File: src/rtl/vga_pkg.sv
// rtl/vga_pkg.sv - shared colour, cell-code and geometry definitions for the board renderer
package vga_pkg;

    localparam logic [2:0] COL_BLACK = 3'd0;
    localparam logic [2:0] COL_WHITE = 3'd1;
    localparam logic [2:0] COL_RED   = 3'd2;
    localparam logic [2:0] COL_GREEN = 3'd3;
    localparam logic [2:0] COL_BLUE  = 3'd4;

    // Code 2'b11 is deliberately left out: it renders as an empty cell.
    typedef enum logic [1:0] {
        CELL_EMPTY = 2'b00,
        CELL_X     = 2'b01,
        CELL_O     = 2'b10
    } cell_e;

    localparam int DEF_COORD_W      = 10;
    localparam int DEF_SELECT_SIZE  = 3;
    localparam int DEF_BOARD_X0     = 140;
    localparam int DEF_BOARD_Y0     = 60;
    localparam int DEF_CELL         = 120;
    localparam int DEF_LINE_W       = 4;
    localparam int DEF_MARGIN       = 16;
    localparam int DEF_BLINK_FRAMES = 30;

endpackage

File: src/rtl/vga_board_renderer_if.sv
// rtl/vga_board_renderer_if.sv - pixel timing bundle from the timing generator to the renderer
interface vga_board_renderer_if #(
    parameter int COORD_W = 10
);
    logic [COORD_W-1:0] x;
    logic [COORD_W-1:0] y;
    logic               active;
    logic               hsync;
    logic               vsync;
    logic               frame_start;

    modport master (output x, y, active, hsync, vsync, frame_start);
    modport slave  (input  x, y, active, hsync, vsync, frame_start);
endinterface

File: src/rtl/vga_cell_locator.sv
// rtl/vga_cell_locator.sv - one-axis board cell index and in-cell offset via range compares
module vga_cell_locator #(
    parameter int COORD_W = 10,
    parameter int ORIGIN  = 140,
    parameter int CELL    = 120
) (
    input  logic [COORD_W-1:0] coord,
    output logic [1:0]         idx,
    output logic [COORD_W-1:0] off
);
    localparam logic [COORD_W-1:0] B0 = COORD_W'(ORIGIN);
    localparam logic [COORD_W-1:0] B1 = COORD_W'(ORIGIN + CELL);
    localparam logic [COORD_W-1:0] B2 = COORD_W'(ORIGIN + 2 * CELL);
    localparam logic [COORD_W-1:0] B3 = COORD_W'(ORIGIN + 3 * CELL);

    always_comb begin
        idx = 2'd3;
        off = '0;
        if (coord >= B0 && coord < B1) begin
            idx = 2'd0;
            off = coord - B0;
        end else if (coord >= B1 && coord < B2) begin
            idx = 2'd1;
            off = coord - B1;
        end else if (coord >= B2 && coord < B3) begin
            idx = 2'd2;
            off = coord - B2;
        end
    end
endmodule

File: src/rtl/vga_board_renderer.sv
// rtl/vga_board_renderer.sv - two-stage per-pixel colour select for the tic-tac-toe board
module vga_board_renderer
    import vga_pkg::*;
#(
    parameter int COORD_W      = DEF_COORD_W,
    parameter int SELECT_SIZE  = DEF_SELECT_SIZE,
    parameter int BOARD_X0     = DEF_BOARD_X0,
    parameter int BOARD_Y0     = DEF_BOARD_Y0,
    parameter int CELL         = DEF_CELL,
    parameter int LINE_W       = DEF_LINE_W,
    parameter int MARGIN       = DEF_MARGIN,
    parameter int BLINK_FRAMES = DEF_BLINK_FRAMES
) (
    input  logic                   clk_i,
    input  logic                   rst_ni,
    vga_board_renderer_if.slave    tmg,
    input  logic [17:0]            board_i,
    input  logic [3:0]             cursor_i,
    input  logic [8:0]             win_mask_i,
    output logic [SELECT_SIZE-1:0] select_o,
    output logic                   active_o,
    output logic                   hsync_o,
    output logic                   vsync_o
);
    localparam int BW = $clog2(BLINK_FRAMES + 1);
    localparam logic [BW-1:0]      BLINK_LAST = BW'(BLINK_FRAMES - 1);
    localparam logic [COORD_W-1:0] LW     = COORD_W'(LINE_W);
    localparam logic [COORD_W-1:0] LW2    = COORD_W'(2 * LINE_W);
    localparam logic [COORD_W-1:0] C_M1   = COORD_W'(CELL - 1);
    localparam logic [COORD_W-1:0] MG_LO  = COORD_W'(MARGIN);
    localparam logic [COORD_W-1:0] MG_HI  = COORD_W'(CELL - MARGIN);
    localparam logic [COORD_W-1:0] O_FAR  = COORD_W'(CELL - MARGIN - 1);
    localparam logic [COORD_W:0]   DIAG_C = (COORD_W+1)'(CELL - 1);

    logic [1:0]         col_c, row_c, col_q, row_q;
    logic [COORD_W-1:0] dx_c, dy_c, dx_q, dy_q;
    logic               act_q, hs_q, vs_q;
    logic [17:0]        board_sh;
    logic [3:0]         cursor_sh;
    logic [8:0]         win_sh;
    logic [BW-1:0]      blink_cnt;
    logic               blink_on;

    vga_cell_locator #(.COORD_W(COORD_W), .ORIGIN(BOARD_X0), .CELL(CELL)) u_loc_x (
        .coord(tmg.x), .idx(col_c), .off(dx_c)
    );
    vga_cell_locator #(.COORD_W(COORD_W), .ORIGIN(BOARD_Y0), .CELL(CELL)) u_loc_y (
        .coord(tmg.y), .idx(row_c), .off(dy_c)
    );

    // Game state only changes at frame boundaries so a frame never shows two boards.
    always_ff @(posedge clk_i or negedge rst_ni) begin
        if (!rst_ni) begin
            board_sh  <= '0;
            cursor_sh <= 4'd15;
            win_sh    <= '0;
            blink_cnt <= '0;
            blink_on  <= 1'b1;
        end else if (tmg.frame_start) begin
            board_sh  <= board_i;
            cursor_sh <= cursor_i;
            win_sh    <= win_mask_i;
            if (blink_cnt == BLINK_LAST) begin
                blink_cnt <= '0;
                blink_on  <= ~blink_on;
            end else begin
                blink_cnt <= blink_cnt + 1'b1;
            end
        end
    end

    always_ff @(posedge clk_i or negedge rst_ni) begin
        if (!rst_ni) begin
            col_q <= 2'd3;
            row_q <= 2'd3;
            dx_q  <= '0;
            dy_q  <= '0;
            act_q <= 1'b0;
            hs_q  <= 1'b0;
            vs_q  <= 1'b0;
        end else begin
            col_q <= col_c;
            row_q <= row_c;
            dx_q  <= dx_c;
            dy_q  <= dy_c;
            act_q <= tmg.active;
            hs_q  <= tmg.hsync;
            vs_q  <= tmg.vsync;
        end
    end

    logic [3:0]         k;
    logic [1:0]         code;
    logic               win_hit, band, in_mark, x_hit, o_hit;
    logic [COORD_W-1:0] adiff;
    logic [COORD_W:0]   dsum, ddiff;
    logic [2:0]         sel;

    always_comb begin
        k       = 4'({row_q, 1'b0}) + 4'(row_q) + 4'(col_q);
        code    = 2'(board_sh >> {k, 1'b0});
        win_hit = |(win_sh & (9'd1 << k));
        band    = (dx_q >= LW && dx_q < LW2) || (dy_q >= LW && dy_q < LW2) ||
                  ((C_M1 - dx_q) >= LW && (C_M1 - dx_q) < LW2) ||
                  ((C_M1 - dy_q) >= LW && (C_M1 - dy_q) < LW2);
        in_mark = dx_q >= MG_LO && dx_q < MG_HI && dy_q >= MG_LO && dy_q < MG_HI;
        adiff   = (dx_q >= dy_q) ? dx_q - dy_q : dy_q - dx_q;
        dsum    = {1'b0, dx_q} + {1'b0, dy_q};
        ddiff   = (dsum >= DIAG_C) ? dsum - DIAG_C : DIAG_C - dsum;
        x_hit   = adiff < LW || ddiff < {1'b0, LW};
        // Subtractions below are only meaningful inside the mark region, where none underflow.
        o_hit   = (dx_q - MG_LO) < LW || (dy_q - MG_LO) < LW ||
                  (O_FAR - dx_q) < LW || (O_FAR - dy_q) < LW;

        sel = COL_BLACK;
        if (!act_q || col_q == 2'd3 || row_q == 2'd3)
            sel = COL_BLACK;
        else if ((col_q != 2'd0 && dx_q < LW) || (row_q != 2'd0 && dy_q < LW))
            sel = COL_WHITE;
        else if (k == cursor_sh && blink_on && band)
            sel = COL_GREEN;
        else if (in_mark && code == CELL_X && x_hit)
            sel = win_hit ? COL_GREEN : COL_RED;
        else if (in_mark && code == CELL_O && o_hit)
            sel = win_hit ? COL_GREEN : COL_BLUE;
    end

    always_ff @(posedge clk_i or negedge rst_ni) begin
        if (!rst_ni) begin
            select_o <= '0;
            active_o <= 1'b0;
            hsync_o  <= 1'b0;
            vsync_o  <= 1'b0;
        end else begin
            select_o <= SELECT_SIZE'(sel);
            active_o <= act_q;
            hsync_o  <= hs_q;
            vsync_o  <= vs_q;
        end
    end
endmodule

File: src/flat_wrapper.sv
// flat-port wrapper written by rule: the top's interface ports become plain ports
module vga_board_renderer_flat import vga_pkg::*;
#(
    parameter int COORD_W      = DEF_COORD_W,
    parameter int SELECT_SIZE  = DEF_SELECT_SIZE,
    parameter int BOARD_X0     = DEF_BOARD_X0,
    parameter int BOARD_Y0     = DEF_BOARD_Y0,
    parameter int CELL         = DEF_CELL,
    parameter int LINE_W       = DEF_LINE_W,
    parameter int MARGIN       = DEF_MARGIN,
    parameter int BLINK_FRAMES = DEF_BLINK_FRAMES
)
  (clk_i, rst_ni, board_i, cursor_i, win_mask_i, select_o, active_o, hsync_o, vsync_o, tmg_x, tmg_y, tmg_active, tmg_hsync, tmg_vsync, tmg_frame_start);
  vga_board_renderer_if #(.COORD_W(COORD_W)) tmg_i ();
  input  logic clk_i;
  input  logic rst_ni;
  input  logic [17:0] board_i;
  input  logic [3:0] cursor_i;
  input  logic [8:0] win_mask_i;
  output logic [SELECT_SIZE-1:0] select_o;
  output logic active_o;
  output logic hsync_o;
  output logic vsync_o;
  input wire logic [$bits(tmg_i.x)-1:0] tmg_x;
  input wire logic [$bits(tmg_i.y)-1:0] tmg_y;
  input wire logic [$bits(tmg_i.active)-1:0] tmg_active;
  input wire logic [$bits(tmg_i.hsync)-1:0] tmg_hsync;
  input wire logic [$bits(tmg_i.vsync)-1:0] tmg_vsync;
  input wire logic [$bits(tmg_i.frame_start)-1:0] tmg_frame_start;
  assign tmg_i.x = tmg_x;
  assign tmg_i.y = tmg_y;
  assign tmg_i.active = tmg_active;
  assign tmg_i.hsync = tmg_hsync;
  assign tmg_i.vsync = tmg_vsync;
  assign tmg_i.frame_start = tmg_frame_start;
  vga_board_renderer #(.COORD_W(COORD_W), .SELECT_SIZE(SELECT_SIZE), .BOARD_X0(BOARD_X0), .BOARD_Y0(BOARD_Y0), .CELL(CELL), .LINE_W(LINE_W), .MARGIN(MARGIN), .BLINK_FRAMES(BLINK_FRAMES)) u_core (.clk_i(clk_i), .rst_ni(rst_ni), .tmg(tmg_i), .board_i(board_i), .cursor_i(cursor_i), .win_mask_i(win_mask_i), .select_o(select_o), .active_o(active_o), .hsync_o(hsync_o), .vsync_o(vsync_o));
endmodule
File: config.mk
export PLATFORM = sky130hd
export DESIGN_NAME = vga_board_renderer_flat
export DESIGN_NICKNAME = d
export VERILOG_FILES = /design/src/rtl/vga_pkg.sv /design/src/rtl/vga_board_renderer_if.sv /design/src/rtl/vga_cell_locator.sv /design/src/rtl/vga_board_renderer.sv /design/src/flat_wrapper.sv
export SDC_FILE = /design/constraint.sdc
export NUM_CORES = 1
export LEC_CHECK = 0
export ABC_AREA = 1
export CAP_MARGIN = 15
export CORE_MARGIN = 3
export CORE_UTILIZATION = 53
export DETAILED_ROUTE_END_ITERATION = 10
export PLACE_DENSITY = 0.78
export SLEW_MARGIN = 30
export SYNTH_ARGS = -nofsm -noshare
export SYNTH_HDL_FRONTEND = slang
export SYNTH_HIERARCHICAL = 1
export SYNTH_SLANG_ARGS = --single-unit
export TNS_END_PERCENT = 5
File: constraint.sdc
create_clock -name clk_i -period 2.8 [get_ports clk_i]
set_input_delay 0.7 -clock clk_i [delete_from_list [all_inputs] [get_ports clk_i]]
set_output_delay 0.7 -clock clk_i [all_outputs]
set_load 0.01 [all_outputs]
==> results of run 1 <==
## what timing repair did
item / in CTS / in global routing
gates cloned: 1 / 0
setup endpoints to repair: 2 / 3
buffers inserted: 6 / 7
pin swaps: 17 / 24
gates resized for setup: 16 / 41
## power by group
| group | total (uW) | internal (uW) | switching, uW | leakage [uW] |
|---|---|---|---|---|
| clock | 1060 | 645 | 417 | 0.000138 |
| combinational | 2360 | 975 | 1380 | 0.00314 |
| sequential | 1240 | 1150 | 90.5 | 0.000845 |
## registers in the layout (all words and copies together) (netlist names)
register	cells
u_core/hsync_o	1
u_core/active_o	1
u_core/blink_on	1
u_core/win_sh	9
u_core/vsync_o	1
u_core/select_o	3
u_core/dx_q	10
u_core/cursor_sh	4
u_core/col_q	2
u_core/hs_q	1
u_core/board_sh	18
u_core/act_q	1
u_core/vs_q	1
u_core/row_q	2
u_core/dy_q	10
u_core/blink_cnt	5
## per-stage QoR
| stage | instances | setup slack (ns) |
|---|---|---|
| 2_1_floorplan | 935 | 0.0430 |
| 3_3_place_gp | 1173 | -0.0643 |
| 3_5_place_dp | 1173 | -0.134 |
| 4_1_cts | 1196 | -0.0744 |
| 5_1_grt | 1202 | -0.288 |
| 6_report | 1202 | -0.109 |
## synth_stat cells (all sizes together), types with 5 or more instances
library cell / count / share of area
dfstp: 9 / 0.036
o21bai: 7 / 0.0081
xnor2: 5 / 0.0067
buf: 12 / 0.015
nor3: 6 / 0.0046
dfrtp: 61 / 0.24
inv: 147 / 0.087
nand4: 14 / 0.015
o21ai: 65 / 0.051
ha: 48 / 0.093
nand3: 67 / 0.061
a21oi: 32 / 0.031
xor2: 32 / 0.043
nor2: 94 / 0.064
nand2: 272 / 0.18
o22ai: 11 / 0.011
o211ai: 5 / 0.0058
clkbuf: 9 / 0.0052
## cell families after synthesis
group,Yosys count,share of synthesized area
other cells,2,0.00116
fa+ha+maj,51,0.102
buf+inv,172,0.109
compound gates,141,0.133
xor+xnor,37,0.0499
flops,70,0.272
simple gates,462,0.333
## worst paths after layout
check                                         start                           end
max                        u_core/dy_q[1]$_DFF_PN0_  u_core/select_o[0]$_DFF_PN0_
min                           u_core/hs_q$_DFF_PN0_      u_core/hsync_o$_DFF_PN0_
max reg2reg                u_core/dy_q[1]$_DFF_PN0_  u_core/select_o[0]$_DFF_PN0_
min reg2reg                   u_core/hs_q$_DFF_PN0_      u_core/hsync_o$_DFF_PN0_
max in group asynchronous                    rst_ni     u_core/col_q[1]$_DFF_PN1_
min in group asynchronous                    rst_ni      u_core/hsync_o$_DFF_PN0_
## worst max-delay path, stage by stage (launching register included)
cell     delay [ns]
dfrtp_2        0.44
buf_6          0.13
fa_2           0.38
nand2_4        0.10
nand2_4        0.07
nand3_4        0.08
nand2_4        0.08
ha_4           0.17
a21oi_4        0.17
nor2_2         0.07
nand2_2        0.09
nand2_4        0.07
nor2_4         0.19
nand3_1        0.13
nand2_1        0.10
nand3_1        0.08
nor2_1         0.10
nand2_1        0.10
nand2_2        0.10
nand3_2        0.08
a21oi_2        0.11
## routing by layer
| layer | track usage | part of all wire | wire (um) | vias to the layer above |
|---|---|---|---|---|
| met1 | 0.305 | 0.44 | 7220 | 2982 |
| met3 | 0.0513 | 0.052 | 849 | 26 |
| met4 | 0.0581 | 0.015 | 241 | 0 |
| li1 | - | - | - | 3214 |
| met5 | 0 | 0 | 0 | - |
| met2 | 0.422 | 0.50 | 8160 | 187 |
## area by class of cell
cell class	count	share of cell area
Sequential cell	70	0.216
Timing Repair Buffer	128	0.138
Clock inverter	5	0.00413
Inverter	151	0.0708
Multi-Input combinational cell	694	0.519
Clock buffer	11	0.0309
Tap cell	143	0.0219
==> results.sh, run 1 <==
export IMPL_critical_path_class="register to register"
export IMPL_nFillCells=983
export IMPL_root_buffer="clkbuf_16"
export IMPL_async_flop_share=1.00
export IMPL_power_density_nw_per_um2=569
export IMPL_synth_edff_count=0
export IMPL_syn_num_nets=1043
export IMPL_clkTransAtPathRegs_ns=0.06
export IMPL_cts_buffers=9
export IMPL_die_x_um=117
export IMPL_utilization=0.698
export IMPL_coreArea_um2=11700
export IMPL_seqCellArea_um2=1760
export IMPL_setup_tns_ns=-0.170
export IMPL_arrival_ns=3.17
export IMPL_finalMaxSlewViolations=0
export IMPL_clkLatencyLatePin_ns=0.33
export IMPL_drt_iter0_markers=415
export IMPL_diodes=0
export IMPL_clock_sinks=70
export IMPL_grt_max_degree=71
export IMPL_setup_viol=2
export IMPL_dp_hpwl_um=12800
export IMPL_dpl_instance_area_um2=7570
export IMPL_cap_violations=0
export IMPL_io_pins=63
export IMPL_syn_avg_cell_area_um2=6.94
export IMPL_leakagePower_uw=0.00412
export IMPL_rows=39
export IMPL_drt_total_wl_um=16500
export IMPL_outcome="complete, but fails checks"
export IMPL_tightest_slew_ns=0.509
export IMPL_dr_pass1_iters=5
export IMPL_total_power_uw=4660
export IMPL_postSynth_topFlopCell="dfrtp_1"
export IMPL_die_y_um=117
export IMPL_htreeDepth=3
export IMPL_layout_commonest_cell="nand2_1"
export IMPL_grt_setup_unrepaired="true"
export IMPL_ys_types=57
export IMPL_overflow=0
export IMPL_finalInstanceArea_um2=8180
export IMPL_ys_seq_area_frac=0.272
export IMPL_fin_ws_ns=-0.109
export IMPL_via_count=6409
export IMPL_fin_skew_ns=0.00622
export IMPL_fmax_ghz=0.344
export IMPL_initial_core_util=0.554
export IMPL_slew_headroom=0.652
export IMPL_postSynthCellCount=935
export IMPL_peakVddDrop_uv=328
export IMPL_hold_violations=0
export IMPL_antenna_found_initial=0
export IMPL_ant_nets=0
export IMPL_multi_input_area_um2=4240
export IMPL_final_cell_mix="233 x nand2_1, 129 x inv_1, 77 x nor2_1, 63 x buf_4"
export IMPL_rr_worst_depth=20
export IMPL_grt_pass1_wl_um=26700
export IMPL_path_max_fanout=6
export IMPL_ys_warn_count=6
export IMPL_grt_pass1_vias=5937
export IMPL_gp_congestion=0.982
export IMPL_ys_ff_latch=70
export IMPL_dieArea_um2=13600
export IMPL_syn_to_final_growth_pct=26.0
export IMPL_gr_usage_all_layers=0.241
export IMPL_cts_tree="done"
export IMPL_drive_above_1_share=0.200
export IMPL_drc_errors=0
export IMPL_cts_buffer_depth=2
export IMPL_min_path_type="register to register"
export IMPL_finalCritPeriodShare=1.04
export IMPL_holdBufCountCts=0
export IMPL_fin_hold_ws_ns=0.353
export IMPL_violations="negative setup slack"
export IMPL_min_period_ns=2.91
export IMPL_whs_path_depth=0
export IMPL_critPathLaunchType="register"
export IMPL_end_kind="register"
export IMPL_synthesis_area_um2=6490
export IMPL_wire_per_inst_um=13.7
export IMPL_final_nets=1162
export IMPL_viasPerCell=5.33
export IMPL_r2r_slack_ns=-0.11
export IMPL_crit_required_ns=3.06
export IMPL_io_buffers=62
No activity file was read; power rests on OpenSTA's default activity.
==> inputs of run 2 (changes only) <==
--- a/config.mk
+++ b/config.mk
@@ -7,10 +7,9 @@
 export LEC_CHECK = 0
 export ABC_AREA = 1
 export CAP_MARGIN = 15
-export CORE_MARGIN = 3
-export CORE_UTILIZATION = 53
+export CORE_UTILIZATION = 59
 export DETAILED_ROUTE_END_ITERATION = 10
-export PLACE_DENSITY = 0.78
+export PLACE_DENSITY = 0.82
 export SLEW_MARGIN = 30
 export SYNTH_ARGS = -nofsm -noshare
 export SYNTH_HDL_FRONTEND = slang
==> constraint.sdc (replaced) <==
create_clock -name clk_i -period 2.82 [get_ports clk_i]
set_input_delay 0.705 -clock clk_i [delete_from_list [all_inputs] [get_ports clk_i]]
set_output_delay 0.705 -clock clk_i [all_outputs]
set_load 0.01 [all_outputs]
==> results.sh, run 2 (synthesis gave the netlist of run 1 again) <==
export IMPL_outcome="complete, but fails checks"
export IMPL_violations="negative setup slack"
export IMPL_critical_path_class="register to register"
export IMPL_leakagePower_uw=0.00406
export IMPL_top_regs="u_core/board_sh: 18 flops, u_core/dx_q: 10 flops, u_core/dy_q: 10 flops"
export IMPL_total_power_uw=4350
export IMPL_min_period_ns=2.91
export IMPL_largest_reg_flops=18
export IMPL_htreeDepth=3
export IMPL_arrival_ns=3.18
export IMPL_wire_per_inst_um=13.9
export IMPL_overflow=0
export IMPL_p_int_uw=2490
export IMPL_cts_buffer_depth=2
export IMPL_power_density_nw_per_um2=541
export IMPL_gr_usage_all_layers=0.295
export IMPL_power_frac_comb=0.535
export IMPL_cts_tree="done"
export IMPL_top_register="u_core/board_sh"
export IMPL_via_count=6482
export IMPL_diodes=0
export IMPL_hold_violations=0
export IMPL_fin_skew_ns=0.0142
export IMPL_die_x_um=107
export IMPL_crit_required_ns=3.09
export IMPL_finalInstanceArea_um2=8040
export IMPL_clkTransAtPathRegs_ns=0.08
export IMPL_setup_viol=3
export IMPL_io_buffers=62
export IMPL_ant_nets=0
export IMPL_multi_input_area_um2=4250
export IMPL_fin_ws_ns=-0.0874
export IMPL_cts_buffers=9
export IMPL_grt_max_degree=71
export IMPL_seqPwrFrac=0.283
export IMPL_pre_cts_ws_ns=-0.238
export IMPL_dpl_instance_area_um2=7550
export IMPL_initial_core_util=0.617
export IMPL_grt_setup_unrepaired="true"
export IMPL_peakVddDrop_uv=269
export IMPL_switchingPower_uw=1860
export IMPL_io_pins=63
export IMPL_nFillCells=777
export IMPL_coreArea_um2=10500
export IMPL_viasPerCell=5.44
export IMPL_finalCritPeriodShare=1.03
export IMPL_layout_commonest_cell="nand2_1"
export IMPL_final_cell_mix="233 x nand2_1, 129 x inv_1, 75 x nor2_1, 61 x dfrtp_1"
export IMPL_drt_total_wl_um=16500
export IMPL_cap_violations=0
export IMPL_path_max_fanout=4
export IMPL_drt_iter0_markers=448
export IMPL_dr_pass1_iters=5
export IMPL_drc_errors=0
export IMPL_fin_hold_ws_ns=0.351
export IMPL_rows=37
export IMPL_slew_headroom=0.663
export IMPL_tightest_slew_ns=0.505
export IMPL_fmax_ghz=0.344
export IMPL_switching_share=0.428
export IMPL_end_kind="register"
export IMPL_die_y_um=107
export IMPL_clock_sinks=70
export IMPL_utilization=0.765
export IMPL_final_nets=1158
export IMPL_dieArea_um2=11400
export IMPL_syn_to_final_growth_pct=23.9
export IMPL_grt_pass1_wl_um=27000
export IMPL_root_buffer="clkbuf_8"
export IMPL_min_path_type="register to register"
export IMPL_clkLatencyLatePin_ns=0.35
export IMPL_critPathLaunchType="register"
export IMPL_seqCellArea_um2=1760
export IMPL_antenna_found_initial=0
export IMPL_pwr_share_clk=0.182
export IMPL_drive_above_1_share=0.199
export IMPL_gp_congestion=1.04
export IMPL_dp_hpwl_um=12500
export IMPL_finalMaxSlewViolations=0
export IMPL_grt_pass1_vias=5983
-- run 2: cell count changes in the layout (fill, tap and decap cells not counted), moves of 2 or more --
cell / before / now
clkbuf_16: 9 / 0
clkbuf_8: 2 / 9
buf_4: 63 / 60
nand2_2: 24 / 26
nand2_4: 15 / 13
nor2_1: 77 / 75
nor2_2: 11 / 13
-- run 2: through the flow --
step	setup TNS, ns	std cells
CTS	-0.0790	1190
floorplan	0	935
detailed placement	-0.527	1164
global route	-0.560	1191
global placement	-0.116	1164
finish	-0.185	1191
-- run 2: layout make-up --
class | instances | share of cell area
clock inverters | 6 | 0.00778
flip-flops and latches | 70 | 0.219
multi-input cells | 694 | 0.528
repair buffers | 124 | 0.136
well taps | 136 | 0.0212
clock buffers | 10 | 0.0159
inverters | 151 | 0.0721
-- run 2: timing repair --
item / in CTS / in global routing
hold buffers: 0 / 0
gates resized for setup: 27 / 33
endpoints found under the setup margin: 3 / 3
gates cloned: 1 / 0
pin swaps: 22 / 20
buffers inserted: 9 / 1
-- run 2: worst max-delay path: stages, from the launching register on --
cell and delay (ns):
dfstp_2 0.39, fa_1 0.60, ha_4 0.14, inv_2 0.03
fa_2 0.59, inv_2 0.07, buf_6 0.12, nor2_1 0.09
nand2_1 0.11, buf_4 0.17, o21ai_2 0.13, nand4_1 0.10
nand2_1 0.11, nor2_2 0.04, a21oi_2 0.13
-- run 2: power by group through the flow --
stage / combinational (uW) / clock, uW / sequential, uW
after floorplan: 1420 / 0 / 1230
final: 2330 / 790 / 1230
after global placement: 2010 / 0 / 1240
after detailed placement: 2050 / 0 / 1250
after CTS: 2160 / 800 / 1230
after global routing: 2570 / 843 / 1240
-- run 2: routing by layer --
metal / global-route usage / routed length, um
met5: 0 / 0
met4: 0.111 / 524
met3: 0.0438 / 961
met2: 0.503 / 8030
met1: 0.379 / 7010
-- run 2: worst paths after layout --
path | to | slack (ns) | cells past startpoint | startpoint
max in group asynchronous | u_core/col_q[1]$_DFF_PN1_ | 2.12 | 2 | rst_ni
hold / removal | u_core/hsync_o$_DFF_PN0_ | 0.35 | 0 | u_core/hs_q$_DFF_PN0_
setup reg to reg | u_core/select_o[0]$_DFF_PN0_ | -0.09 | 14 | u_core/row_q[1]$_DFF_PN1_
setup / recovery | u_core/select_o[0]$_DFF_PN0_ | -0.09 | 14 | u_core/row_q[1]$_DFF_PN1_
min in group asynchronous | u_core/board_sh[0]$_DFFE_PN0P_ | 0.36 | 2 | rst_ni
hold reg to reg | u_core/hsync_o$_DFF_PN0_ | 0.35 | 0 | u_core/hs_q$_DFF_PN0_
